## config.mk

```make
export PLATFORM = sky130hd
export DESIGN_NAME = fpadd_share_arbiter_flat
export DESIGN_NICKNAME = d
export VERILOG_FILES = /design/src/rtl/fpadd_share_arbiter_if.sv /design/src/rtl/fpadd_share_arbiter.sv /design/src/flat_wrapper.sv
export SDC_FILE = /design/constraint.sdc
export NUM_CORES = 1
export LEC_CHECK = 0
export CAP_MARGIN = 20
export CORE_AREA = 2 2 197 199
export DETAILED_ROUTE_END_ITERATION = 8
export DIE_AREA = 0 0 199 201
export GPL_TIMING_DRIVEN = 0
export SLEW_MARGIN = 25
export SYNTH_ARGS = -nofsm -noshare
export SYNTH_HDL_FRONTEND = slang
export SYNTH_SLANG_ARGS = --single-unit
```

## constraint.sdc

```tcl
create_clock -name clk -period 7.59 [get_ports clk]
set_input_delay 2.277 -clock clk [delete_from_list [all_inputs] [get_ports clk]]
set_output_delay 2.277 -clock clk [all_outputs]
set_load 0.05 [all_outputs]
```

## src/rtl/fpadd_share_arbiter_if.sv

```systemverilog
// Requester, response and datapath signals of the shared FP adder arbiter.
// slave is the arbiter side; master is the requesters plus datapath side.
interface fpadd_share_arbiter_if #(
  parameter int NREQ = 4
);
  logic [NREQ-1:0]    req_valid;
  logic [NREQ*32-1:0] req_a;
  logic [NREQ*32-1:0] req_b;
  logic [NREQ-1:0]    req_ready;
  logic               dp_issue;
  logic [31:0]        dp_a;
  logic [31:0]        dp_b;
  logic               dp_res_valid;
  logic [31:0]        dp_res;
  logic [NREQ-1:0]    rsp_valid;
  logic [NREQ*32-1:0] rsp_data;
  logic [NREQ-1:0]    rsp_ready;
  logic [3:0]         inflight;
  logic               err_orphan;

  modport slave (
    input  req_valid, req_a, req_b, rsp_ready,
    input  dp_res_valid, dp_res,
    output req_ready, dp_issue, dp_a, dp_b,
    output rsp_valid, rsp_data, inflight, err_orphan
  );

  modport master (
    output req_valid, req_a, req_b, rsp_ready,
    output dp_res_valid, dp_res,
    input  req_ready, dp_issue, dp_a, dp_b,
    input  rsp_valid, rsp_data, inflight, err_orphan
  );
endinterface

```

## src/rtl/fpadd_share_arbiter.sv

```systemverilog
// Round-robin sharing of one fixed-latency FP adder between requesters,
// with an ID tag pipe steering each sum back to its response register.
module fpadd_share_arbiter #(
  parameter int NREQ = 4,
  parameter int LAT  = 4,
  parameter int IDW  = (NREQ > 1) ? $clog2(NREQ) : 1
) (
  input  logic                 clk,
  input  logic                 rst_n,
  fpadd_share_arbiter_if.slave bus
);

  logic [NREQ-1:0]    busy;
  logic [NREQ-1:0]    elig;
  logic [NREQ-1:0]    rsp_v;
  logic [NREQ*32-1:0] rsp_d;
  logic [IDW-1:0]     rr;
  logic [IDW-1:0]     gnt;
  logic               found;
  logic [31:0]        a_q;
  logic [31:0]        b_q;
  logic [LAT-1:0]     tv;
  logic [IDW-1:0]     tid [LAT];
  logic [3:0]         infl;
  logic               err;
  logic               ret;
  logic [IDW-1:0]     rid;

  // Grant is suppressed while reset is held so no handshake leaks out.
  assign elig = bus.req_valid & ~busy & {NREQ{rst_n}};

  always_comb begin
    found = 1'b0;
    gnt   = '0;
    for (int o = 0; o < NREQ; o++) begin
      if (!found && elig[(int'(rr) + o) % NREQ]) begin
        found = 1'b1;
        gnt   = IDW'((int'(rr) + o) % NREQ);
      end
    end
  end

  assign ret = tv[LAT-1];
  assign rid = tid[LAT-1];

  assign bus.req_ready  = found ? (NREQ'(1) << gnt) : '0;
  assign bus.dp_issue   = found;
  assign bus.dp_a       = found ? bus.req_a[int'(gnt)*32 +: 32] : a_q;
  assign bus.dp_b       = found ? bus.req_b[int'(gnt)*32 +: 32] : b_q;
  assign bus.rsp_valid  = rsp_v;
  assign bus.rsp_data   = rsp_d;
  assign bus.inflight   = infl;
  assign bus.err_orphan = err;

  always_ff @(posedge clk or negedge rst_n) begin
    if (!rst_n) begin
      busy  <= '0;
      rsp_v <= '0;
      rsp_d <= '0;
      rr    <= '0;
      a_q   <= '0;
      b_q   <= '0;
      tv    <= '0;
      infl  <= '0;
      err   <= 1'b0;
      for (int i = 0; i < LAT; i++) tid[i] <= '0;
    end else begin
      if (found) begin
        a_q <= bus.req_a[int'(gnt)*32 +: 32];
        b_q <= bus.req_b[int'(gnt)*32 +: 32];
        rr  <= (int'(gnt) == NREQ - 1) ? '0 : gnt + 1'b1;
      end
      tv[0]  <= found;
      tid[0] <= gnt;
      for (int i = 1; i < LAT; i++) begin
        tv[i]  <= tv[i-1];
        tid[i] <= tid[i-1];
      end
      infl <= infl + {3'b0, found} - {3'b0, ret};
      for (int k = 0; k < NREQ; k++) begin
        if (rsp_v[k] && bus.rsp_ready[k]) begin
          rsp_v[k] <= 1'b0;
          busy[k]  <= 1'b0;
        end
      end
      if (ret && bus.dp_res_valid) begin
        rsp_v[rid]                <= 1'b1;
        rsp_d[int'(rid)*32 +: 32] <= bus.dp_res;
      end else if (ret) begin
        busy[rid] <= 1'b0;
        err       <= 1'b1;
      end else if (bus.dp_res_valid) begin
        err <= 1'b1;
      end
      if (found) busy[gnt] <= 1'b1;
    end
  end

endmodule

```

## src/flat_wrapper.sv

```systemverilog
// flat-port wrapper written by rule: the top's interface ports become plain ports
module fpadd_share_arbiter_flat 
#(
  parameter int NREQ = 4,
  parameter int LAT  = 4,
  parameter int IDW  = (NREQ > 1) ? $clog2(NREQ) : 1
)
  (clk, rst_n, bus_req_valid, bus_req_a, bus_req_b, bus_rsp_ready, bus_dp_res_valid, bus_dp_res, bus_req_ready, bus_dp_issue, bus_dp_a, bus_dp_b, bus_rsp_valid, bus_rsp_data, bus_inflight, bus_err_orphan);
  fpadd_share_arbiter_if #(.NREQ(NREQ)) bus_i ();
  input  logic clk;
  input  logic rst_n;
  input wire logic [$bits(bus_i.req_valid)-1:0] bus_req_valid;
  input wire logic [$bits(bus_i.req_a)-1:0] bus_req_a;
  input wire logic [$bits(bus_i.req_b)-1:0] bus_req_b;
  input wire logic [$bits(bus_i.rsp_ready)-1:0] bus_rsp_ready;
  input wire logic [$bits(bus_i.dp_res_valid)-1:0] bus_dp_res_valid;
  input wire logic [$bits(bus_i.dp_res)-1:0] bus_dp_res;
  output wire logic [$bits(bus_i.req_ready)-1:0] bus_req_ready;
  output wire logic [$bits(bus_i.dp_issue)-1:0] bus_dp_issue;
  output wire logic [$bits(bus_i.dp_a)-1:0] bus_dp_a;
  output wire logic [$bits(bus_i.dp_b)-1:0] bus_dp_b;
  output wire logic [$bits(bus_i.rsp_valid)-1:0] bus_rsp_valid;
  output wire logic [$bits(bus_i.rsp_data)-1:0] bus_rsp_data;
  output wire logic [$bits(bus_i.inflight)-1:0] bus_inflight;
  output wire logic [$bits(bus_i.err_orphan)-1:0] bus_err_orphan;
  assign bus_i.req_valid = bus_req_valid;
  assign bus_i.req_a = bus_req_a;
  assign bus_i.req_b = bus_req_b;
  assign bus_i.rsp_ready = bus_rsp_ready;
  assign bus_i.dp_res_valid = bus_dp_res_valid;
  assign bus_i.dp_res = bus_dp_res;
  assign bus_req_ready = bus_i.req_ready;
  assign bus_dp_issue = bus_i.dp_issue;
  assign bus_dp_a = bus_i.dp_a;
  assign bus_dp_b = bus_i.dp_b;
  assign bus_rsp_valid = bus_i.rsp_valid;
  assign bus_rsp_data = bus_i.rsp_data;
  assign bus_inflight = bus_i.inflight;
  assign bus_err_orphan = bus_i.err_orphan;
  fpadd_share_arbiter #(.NREQ(NREQ), .LAT(LAT), .IDW(IDW)) u_core (.clk(clk), .rst_n(rst_n), .bus(bus_i));
endmodule
```

==> Yosys cells after proc, flatten, opt, wreduce, memory -nomap -nowiden <==
Index checks and enable logic that the tools add are counted.
{ "totals": {"register_bits": 219, "inputBits": 299, "out_inout_bits": 206} }
{ "classes": {"addsub": 7, "n_lt_le_gt_ge": 8, "eq_ne": 1, "n_shift": 5, "mux": 42, "n_bitwise": 11, "n_reduce_logical": 18} }
{ "op_table": {"columns": ["op", "n"], "rows": [
  ["variable part select 128 x 8 -> 32 bit", 2],
  ["bitwise mux 128 bit", 1],
  ["variable shift 32 x 33 -> 128 bit, first input constant", 1],
  ["variable part select 32 x 33 -> 128 bit", 1],
  ["two-way mux 32 bit", 2],
  ["negation 7 -> 33 bit", 1],
  ["two-way mux 1 bit", 23],
  ["two-way mux 4 bit", 5],
  ["AND 4 bit", 3],
  ["less-than comparator 3 x 4 -> 1 bit, second input constant", 3],
  ["logical AND 1 bit", 10],
  ["two-way mux 2 bit", 5],
  ["less-than comparator 2 x 3 -> 1 bit, second input constant", 3],
  ["binary-select mux 1 bit (select 2 bit)", 4],
  ["inverter 4 bit", 2],
  ["OR 4 bit", 2],
  ["OR reduction 2 bit", 3],
  ["adder 2 x 1 -> 2 bit, second input constant", 2],
  ["adder 2 bit, second input constant", 2],
  ["adder 4 x 1 -> 4 bit", 1],
  ["demux 1 bit (select 2 bit)", 2],
  ["greater-or-equal comparator 2 x 1 -> 1 bit, second input constant", 2],
  ["left shift 1 x 2 -> 4 bit, first input constant", 1],
  ["subtractor 4 x 1 -> 4 bit", 1],
  ["other kinds (6)", 10]
]} }

==> Longest topological paths before layout <==
Gate-level depths: netlist (run 1).
{ "logic_depth": {"ltp_word": 21, "mapped_depth": 10, "ltp_nobuf": 8} }

==> Worst setup path after synthesis (run 1) <==
No wires, ideal clock.
{ "synth_path": {"kind": "in2out", "start": "in bus_req_valid[1]", "end": "out bus_dp_b[10]", "arrival_ns": 4.697, "setup_slack_ns": 0.616, "cell_stages": 9, "path_buffers": 2, "path_cell_list": "nor2b_2 > a21oi_1 > or3_1 > and2_1 > inv_2 > buf_6 > buf_4 > a211oi_1 > a211oi_1"} }
{ "synth_between": {"elab_chain_cells": 16, "elab_cells_between_ends": 29, "cone_classes": "shift (1); mux (20); bitwise (2); reduce/logical (6)"} }
{ "synth_lines": {"columns": ["item", "line", "text"], "rows": [
  ["start, declared", "flat_wrapper.sv:12", "input wire logic [$bits(bus_i.req_valid)-1:0] bus_req_valid;"],
  ["AND 4 bit * (2 in series)", "fpadd_share_arbiter.sv:30", "assign elig = bus.req_valid & ~busy & {NREQ{rst_n}};"],
  ["binary-select mux 1 bit (select 2 bit)", "fpadd_share_arbiter.sv:36", "if (!found && elig[(int'(rr) + o) % NREQ]) begin"],
  ["two-way mux 1 bit (not written as such)", "fpadd_share_arbiter.sv:36", null],
  ["two-way mux 1 bit", "fpadd_share_arbiter.sv:36", null],
  ["logical NOT 1 bit", "fpadd_share_arbiter.sv:36", null],
  ["logical AND 1 bit", "fpadd_share_arbiter.sv:36", null],
  ["two-way mux 1 bit", "fpadd_share_arbiter.sv:36", null],
  ["logical NOT 1 bit", "fpadd_share_arbiter.sv:36", null],
  ["logical AND 1 bit", "fpadd_share_arbiter.sv:36", null],
  ["two-way mux 1 bit", "fpadd_share_arbiter.sv:36", null],
  ["logical NOT 1 bit", "fpadd_share_arbiter.sv:36", null],
  ["logical AND 1 bit", "fpadd_share_arbiter.sv:36", null],
  ["two-way mux 2 bit *", "fpadd_share_arbiter.sv:36", null],
  ["via u_core.gnt[1]", "fpadd_share_arbiter.sv:18", "logic [IDW-1:0] gnt;"],
  ["variable part select 128 x 8 -> 32 bit *", "fpadd_share_arbiter.sv:49", "assign bus.dp_b = found ? bus.req_b[int'(gnt)*32 +: 32] : b_q;"],
  ["two-way mux 32 bit *", "fpadd_share_arbiter.sv:49", null],
  ["end, declared", "flat_wrapper.sv:21", "output wire logic [$bits(bus_i.dp_b)-1:0] bus_dp_b;"]
]} }
Mark *: on every way through the listed nets, which the timed path passes. The rest lies on a longest branch. The select of a mux whose other input is x is not followed.

==> Worst setup path in the final report (run 1) <==
{ "layout_path": {"start": "in bus_req_valid[1]", "end": "out bus_dp_a[29]"} }
{ "layout_between": {"elab_chain_cells": 16, "elab_cells_between_ends": 29, "cone_classes": "shift (1); mux (20); bitwise (2); reduce/logical (6)"} }
{ "layout_lines": {"columns": ["item", "line", "text"], "rows": [
  ["AND 4 bit * (2 in series)", "fpadd_share_arbiter.sv:30", null],
  ["binary-select mux 1 bit (select 2 bit)", "fpadd_share_arbiter.sv:36", null],
  ["two-way mux 1 bit (not written as such)", "fpadd_share_arbiter.sv:36", null],
  ["two-way mux 1 bit", "fpadd_share_arbiter.sv:36", null],
  ["logical NOT 1 bit", "fpadd_share_arbiter.sv:36", null],
  ["logical AND 1 bit", "fpadd_share_arbiter.sv:36", null],
  ["two-way mux 1 bit", "fpadd_share_arbiter.sv:36", null],
  ["logical NOT 1 bit", "fpadd_share_arbiter.sv:36", null],
  ["logical AND 1 bit", "fpadd_share_arbiter.sv:36", null],
  ["two-way mux 1 bit", "fpadd_share_arbiter.sv:36", null],
  ["logical NOT 1 bit", "fpadd_share_arbiter.sv:36", null],
  ["logical AND 1 bit", "fpadd_share_arbiter.sv:36", null],
  ["two-way mux 2 bit", "fpadd_share_arbiter.sv:36", null],
  ["variable part select 128 x 8 -> 32 bit", "fpadd_share_arbiter.sv:48", "assign bus.dp_a = found ? bus.req_a[int'(gnt)*32 +: 32] : a_q;"],
  ["two-way mux 32 bit *", "fpadd_share_arbiter.sv:48", null],
  ["end, declared", "flat_wrapper.sv:20", "output wire logic [$bits(bus_i.dp_a)-1:0] bus_dp_a;"]
]} }
Mark *: on every way between the ends. The rest lies on a longest branch, timed or not. The select of a mux whose other input is x is not followed.

==> results.cfg, run 1 <==
[cts]
clock_sinks = 219
postCtsSetupBuffers = 0
clk_latency_ps = 540
cts-root-buf = clkbuf_16
cts_tree = done
cts_buffers = 27
h-tree-depth = 1
clk_pin_slew_worst_paths_ps = 60
cts_max_path_buffers = 3

[placement]
dp_slack_ps = -609.7
portBuffers = 504
place_hpwl_um = 32760
gp_congestion = 0.8429

[synthesis]
synth_most_common_cell = dfrtp_1
ys_top_cells_by_count = dfrtp_1 (219), a22o_1 (128), a211oi_1 (83), nor2_1 (65)
synth.top_cell.area_share = 0.5364
synth-edff-count = 0
ys_top_cells_by_area = dfrtp_1 (54%), a22o_1 (11%), mux2i_1 (6.3%)
synth_ff_type = dfrtp_1
synth_cells = 842
async_reset_ff_frac = 1.000
syn-num-nets = 1158
synth_area_per_cell_um2 = 12.13
syn_area_um2 = 10220
ys_ff_latch = 219
seq_area_frac_synth = 0.5364
synth_top_cell_by_area = dfrtp_1
ys_warn_count = 0
netlist-cell-type-count = 42

[floorplanning]
die_area_um2 = 40000
die_h_um = 201
start_util = 0.2681
io_pins = 505
die_x_um = 199
rows = 72
core_area_um2 = 38110

[sta]
min_period_ps = 7457
report.final.slew_viol_count = 0
tightest_slew_ps = 719.7
rsz0062_at_grt = true
finalHoldViolations = 0
worst_slack_ps = 133.0
relSlewSlack = 0.5162
setup_viol = 0
setup-tns-final_ps = 0
fin_skew_ps = 14.18
min_period_over_period = 0.9825
fmax_mhz = 134.1

[grt]
grt_pass1_wl_um = 62400
antenna_found_initial = 1
grt.overflow.total = 0
grt_max_degree = 85
grt_pass1_vias = 9880
grt_usage = 0.2060
grt_use_met1 = 0.2344
grtUsageMet3 = 0.05645
met2_usage = 0.3735
grt.busiest_layer = met2

[route]
ant_nets = 0
drc_errors = 0
routed_wl_um = 42190
via_count = 9234
drt-pass1-iter-count = 4
avgRoutedWirePerCell_um = 22.02
drt_iter0_markers = 367
vias_per_cell = 4.819

[finish]
area_growth_pct = 64.89
num-nets-final = 1694
drive_above_1_share = 0.1324
fin_util = 0.4421

[critical_path]
end_kind = output pin
critPathLaunchType = primary input
required_ps = 5310
arrival_ps = 5180
worstPathMaxFanout = 10
criticalPathCategory = primary input to output pin

[status]
status = finished, final reports clean

[hold_path]
hp-class = flop to flop

[flow_run]
maxCapViolations = 0

[pwr]
vdd_drop_max_mv = 0.1805
powerDensity_nw_per_um2 = 391.0
p_leak_nw = 7.483
finalPower_mw = 6.587
[worst paths after layout]
path | end | slack, ps | cells after the start | from
min | u_core.tid[5]$_DFF_PN0_ | 350 | 0 | u_core.tid[7]$_DFF_PN0_
max in group asynchronous | u_core.a_q[1]$_DFF_PN0_ | 5110 | 2 | rst_n
min reg2reg | u_core.tid[5]$_DFF_PN0_ | 350 | 0 | u_core.tid[7]$_DFF_PN0_
max reg2reg | u_core.b_q[16]$_DFF_PN0_ | 5050 | 8 | u_core.busy[3]$_DFF_PN0_
max | bus_dp_a[29] | 130 | 10 | bus_req_valid[1]
min in group asynchronous | u_core.bus.rsp_data[75]$_DFFE_PN0P_ | 1660 | 1 | rst_n
[layout make-up]
class | instances | area, µm²
Timing Repair Buffer | 507 | 5039
Clock inverter | 12 | 147.6
Tap cell | 518 | 648.1
Buffer | 73 | 440.4
Sequential cell | 219 | 5480
Fill cell | 3654 | 21260
Inverter | 16 | 65.06
Antenna cell | 1 | 2.502
Multi-Input combinational cell | 534 | 4275
Clock buffer | 36 | 749.5
[stage by stage]
step                      hold WS (ps)  cell area [µm²]  instances
after CTS                        348.5            16880       1914
after floorplan                  331.2            10220        842
after detailed placement         334.7            15980       1866
after global routing             352.2            16850       1916
final                            346.4            16850       1916
after global placement           331.7            15910       1864
[layout by cell type (no fill, tap or decap), drive strengths merged, types with 6 or more instances in the layout]
cell type,netlist,final
and3,64,64
dlygate4sd2,0,17
dfrtp,219,219
clkinv,0,6
nand2,22,22
clkdlybuf4s15,0,28
ha,16,16
a211oi,128,128
inv,16,17
mux2i,64,64
clkbuf,43,101
and2,6,6
buf,30,33
o21ai,6,6
clkdlybuf4s50,0,436
a22o,128,128
nor2,66,66
[registers in the layout (all words and copies together), names as in the netlist]
register / flops
u_core.bus.rsp_data: 128
u_core.a_q: 32
u_core.b_q: 32
u_core.tid: 6
u_core.bus.inflight: 4
u_core.bus.rsp_valid: 4
u_core.busy: 4
u_core.tv: 4
u_core.rid: 2
u_core.rr: 2
u_core.bus.err_orphan: 1
[report_power, final]
part	leakage (nW)	switching, mW	internal, mW
sequential	2.83	0.171	1.54
combinational	4.22	2.40	1.17
clock	0.438	0.512	0.793
[cell families after synthesis]
family / after synthesis / synth area share
multiplexers: 64 / 0.06270
AO/OA/AOI/OAI: 277 / 0.2415
flip-flops: 219 / 0.5364
XOR/XNOR: 4 / 0.003428
adder cells (fa/ha/maj): 17 / 0.02155
buffers and inverters: 89 / 0.04911
AND/OR/NAND/NOR: 172 / 0.08536
[metal layers]
| metal | part of all wire | routed length, µm |
|---|---|---|
| met1 | 0.38 | 16100 |
| met2 | 0.51 | 21560 |
| met3 | 0.081 | 3405 |
| met4 | 0.027 | 1130 |
| met5 | 0 | 0 |
[worst max-delay path, stage by stage]
cell             delay, ps
clkdlybuf4s50_1        440
nor2b_2                290
o32ai_1                120
o22ai_1                200
buf_2                  330
clkbuf_1               360
and3_1                 230
a211oi_1                60
a211oi_2               260
dlygate4sd2_1          580
[timing repair]
action,4_1_cts,5_1_grt
endpoints found under the setup margin,68,67
gates cloned,0,1
resized for setup,139,50
hold endpoints to repair,0,0
hold buffers,0,0
(Power assumes the default switching activity.)
==> run 2, diff against run 1 <==
Settings changed: GPL_ROUTABILITY_DRIVEN from default to 0, SLEW_MARGIN 25 to default.
==> results.cfg, run 2 (synthesis gave the netlist of run 1 again) <==
[status]
status = finished, final reports clean

[grt]
grt_pass1_wl_um = 62450
antenna_found_initial = 1
grt_usage = 0.2065
grt.overflow.total = 0
grt_pass1_vias = 9918
grt_max_degree = 96

[floorplanning]
io_pins = 505
die_area_um2 = 40000
die_x_um = 199
die_h_um = 201
start_util = 0.2681
rows = 72
core_area_um2 = 38110

[route]
ant_nets = 0
avgRoutedWirePerCell_um = 22.05
vias_per_cell = 4.821
drt_iter0_markers = 378
routed_wl_um = 42260
via_count = 9242
drc_errors = 0
drt-pass1-iter-count = 4

[critical_path]
cp_top_family = buffers and inverters
arrival_ps = 5190
timing.critical_path.buf_inv = 4
required_ps = 5310
worstPathMaxFanout = 10
cpMostUsedCell = a211oi_1
timing.critical_path.slowest_cell_delay_ps = 600
end_kind = output pin
critPathLaunchType = primary input
criticalPathCategory = primary input to output pin
crit_slowest_cell = dlygate4sd2_1
path_cells = clkdlybuf4s50_1 -> nor2b_2 -> o21ai_0 -> a21oi_1 -> buf_2 -> clkbuf_1 -> and3_1 -> a211oi_1 -> a211oi_1 -> dlygate4sd2_1

[cts]
cts_tree = done
cts_buffers = 26
cts-root-buf = clkbuf_16
clock_sinks = 219
clk_latency_ps = 540
clk_pin_slew_worst_paths_ps = 50
h-tree-depth = 1
postCtsSetupBuffers = 0
cts_max_path_buffers = 3

[flow_run]
maxCapViolations = 0

[finish]
num-nets-final = 1694
mostFrequentLayoutCells = clkdlybuf4s50_1 (438), dfrtp_1 (219), a22o_1 (128), a211oi_1 (82), nor2_1 (65)
largest_register_ffs = 128
drive_above_1_share = 0.1094
fin_util = 0.4398
area_growth_pct = 64.05
final_area_um2 = 16760
layout_commonest_cell = clkdlybuf4s50_1

[sta]
fin_skew_ps = 6.962
min_period_ps = 7464
fmax_mhz = 134.0
tightest_slew_ps = 1121
setup-tns-final_ps = 0
min_period_over_period = 0.9834
setup_viol = 0
finalHoldViolations = 0
relSlewSlack = 0.2422
rsz0062_at_grt = false
report.final.slew_viol_count = 0

[hold_path]
hp-class = flop to flop

[placement]
placement.cell_area_um2 = 15980
portBuffers = 504
place_hpwl_um = 32830

[pwr]
powerDensity_nw_per_um2 = 389.2
finalPower_mw = 6.524
vdd_drop_max_mv = 0.2211
p_leak_nw = 7.486
## run 2: changes by cell type in the layout (fill, tap and decap cells not counted), moves of 3 or more
cell	previous run	this run
clkdlybuf4s15_2	22	1
dlygate4sd2_1	17	36
clkbuf_2	23	18
clkbuf_1	45	49
clkbuf_8	4	7
nor4b_1	0	3
nor4b_2	3	0
## run 2: worst paths after layout
path	slack [ps]	to	cells after the start	start
setup reg to reg	4830	u_core.bus.rsp_data[38]$_DFFE_PN0P_	6	u_core.tv[3]$_DFF_PN0_
setup / recovery	130	bus_dp_b[9]	10	bus_req_valid[1]
hold reg to reg	350	u_core.tid[3]$_DFF_PN0_	0	u_core.tid[5]$_DFF_PN0_
hold / removal	350	u_core.tid[3]$_DFF_PN0_	0	u_core.tid[5]$_DFF_PN0_
min in group asynchronous	1550	u_core.bus.rsp_data[74]$_DFFE_PN0P_	1	rst_n
max in group asynchronous	4920	u_core.a_q[1]$_DFF_PN0_	3	rst_n
## run 2: layout make-up
| type | count | area (µm²) |
|---|---|---|
| multi-input combinational | 534 | 4245 |
| antenna | 1 | 2.502 |
| timing repair buffer | 508 | 5004 |
| inverter | 16 | 65.06 |
| clock inverter | 9 | 110.1 |
| fill | 3687 | 21350 |
| clock buffer | 39 | 769.5 |
| sequential | 219 | 5480 |
| tap | 518 | 648.1 |
| buffer | 73 | 436.7 |
## run 2: per-layer routing
layer | track usage | wire [µm] | up-vias
met5 | 0 | 0 | -
met2 | 0.3797 | 21340 | 411
met4 | 0.06237 | 1690 | 0
met1 | 0.2282 | 15680 | 4481
li1 | - | - | 4280
met3 | 0.05847 | 3557 | 70
## run 2: report_power, final
part	leakage, nW	switching (mW)	internal, mW
combinational	4.22	2.39	1.14
sequential	2.83	0.168	1.54
clock	0.437	0.512	0.768
total	7.49	3.07	3.45
## run 2: worst reg2reg max path, delay by kind of cell (launching register included)
kind / cells / cell delay (ps)
simple gates: 2 / 1140
compound gates: 1 / 230
fa+ha+maj: 1 / 170
flops: 1 / 430
buf+inv: 2 / 720
## run 2: metrics by stage
stage | hold WS, ps | setup WS (ps) | std cells
finish | 345.2 | 126.4 | 1917
CTS | 347.5 | 4.316 | 1916
global placement | 331.7 | -9364 | 1864
floorplan | 331.2 | 615.5 | 842
global route | 357.6 | 0.7701 | 1917
detailed placement | 334.7 | -448.4 | 1867
## run 2: timing repair
item | in CTS | in global routing
gates resized for setup | 73 | 58
hold buffers | 0 | 0
endpoints found under the setup margin | 67 | 29
cloned | 1 | 0
==> run 3, diff against run 2 <==
Settings changed: ABC_CLOCK_PERIOD_IN_PS from default to 7590.
==> results of run 3 <==
Same layout as run 2: the final DEF is identical, and so are final timing and power.
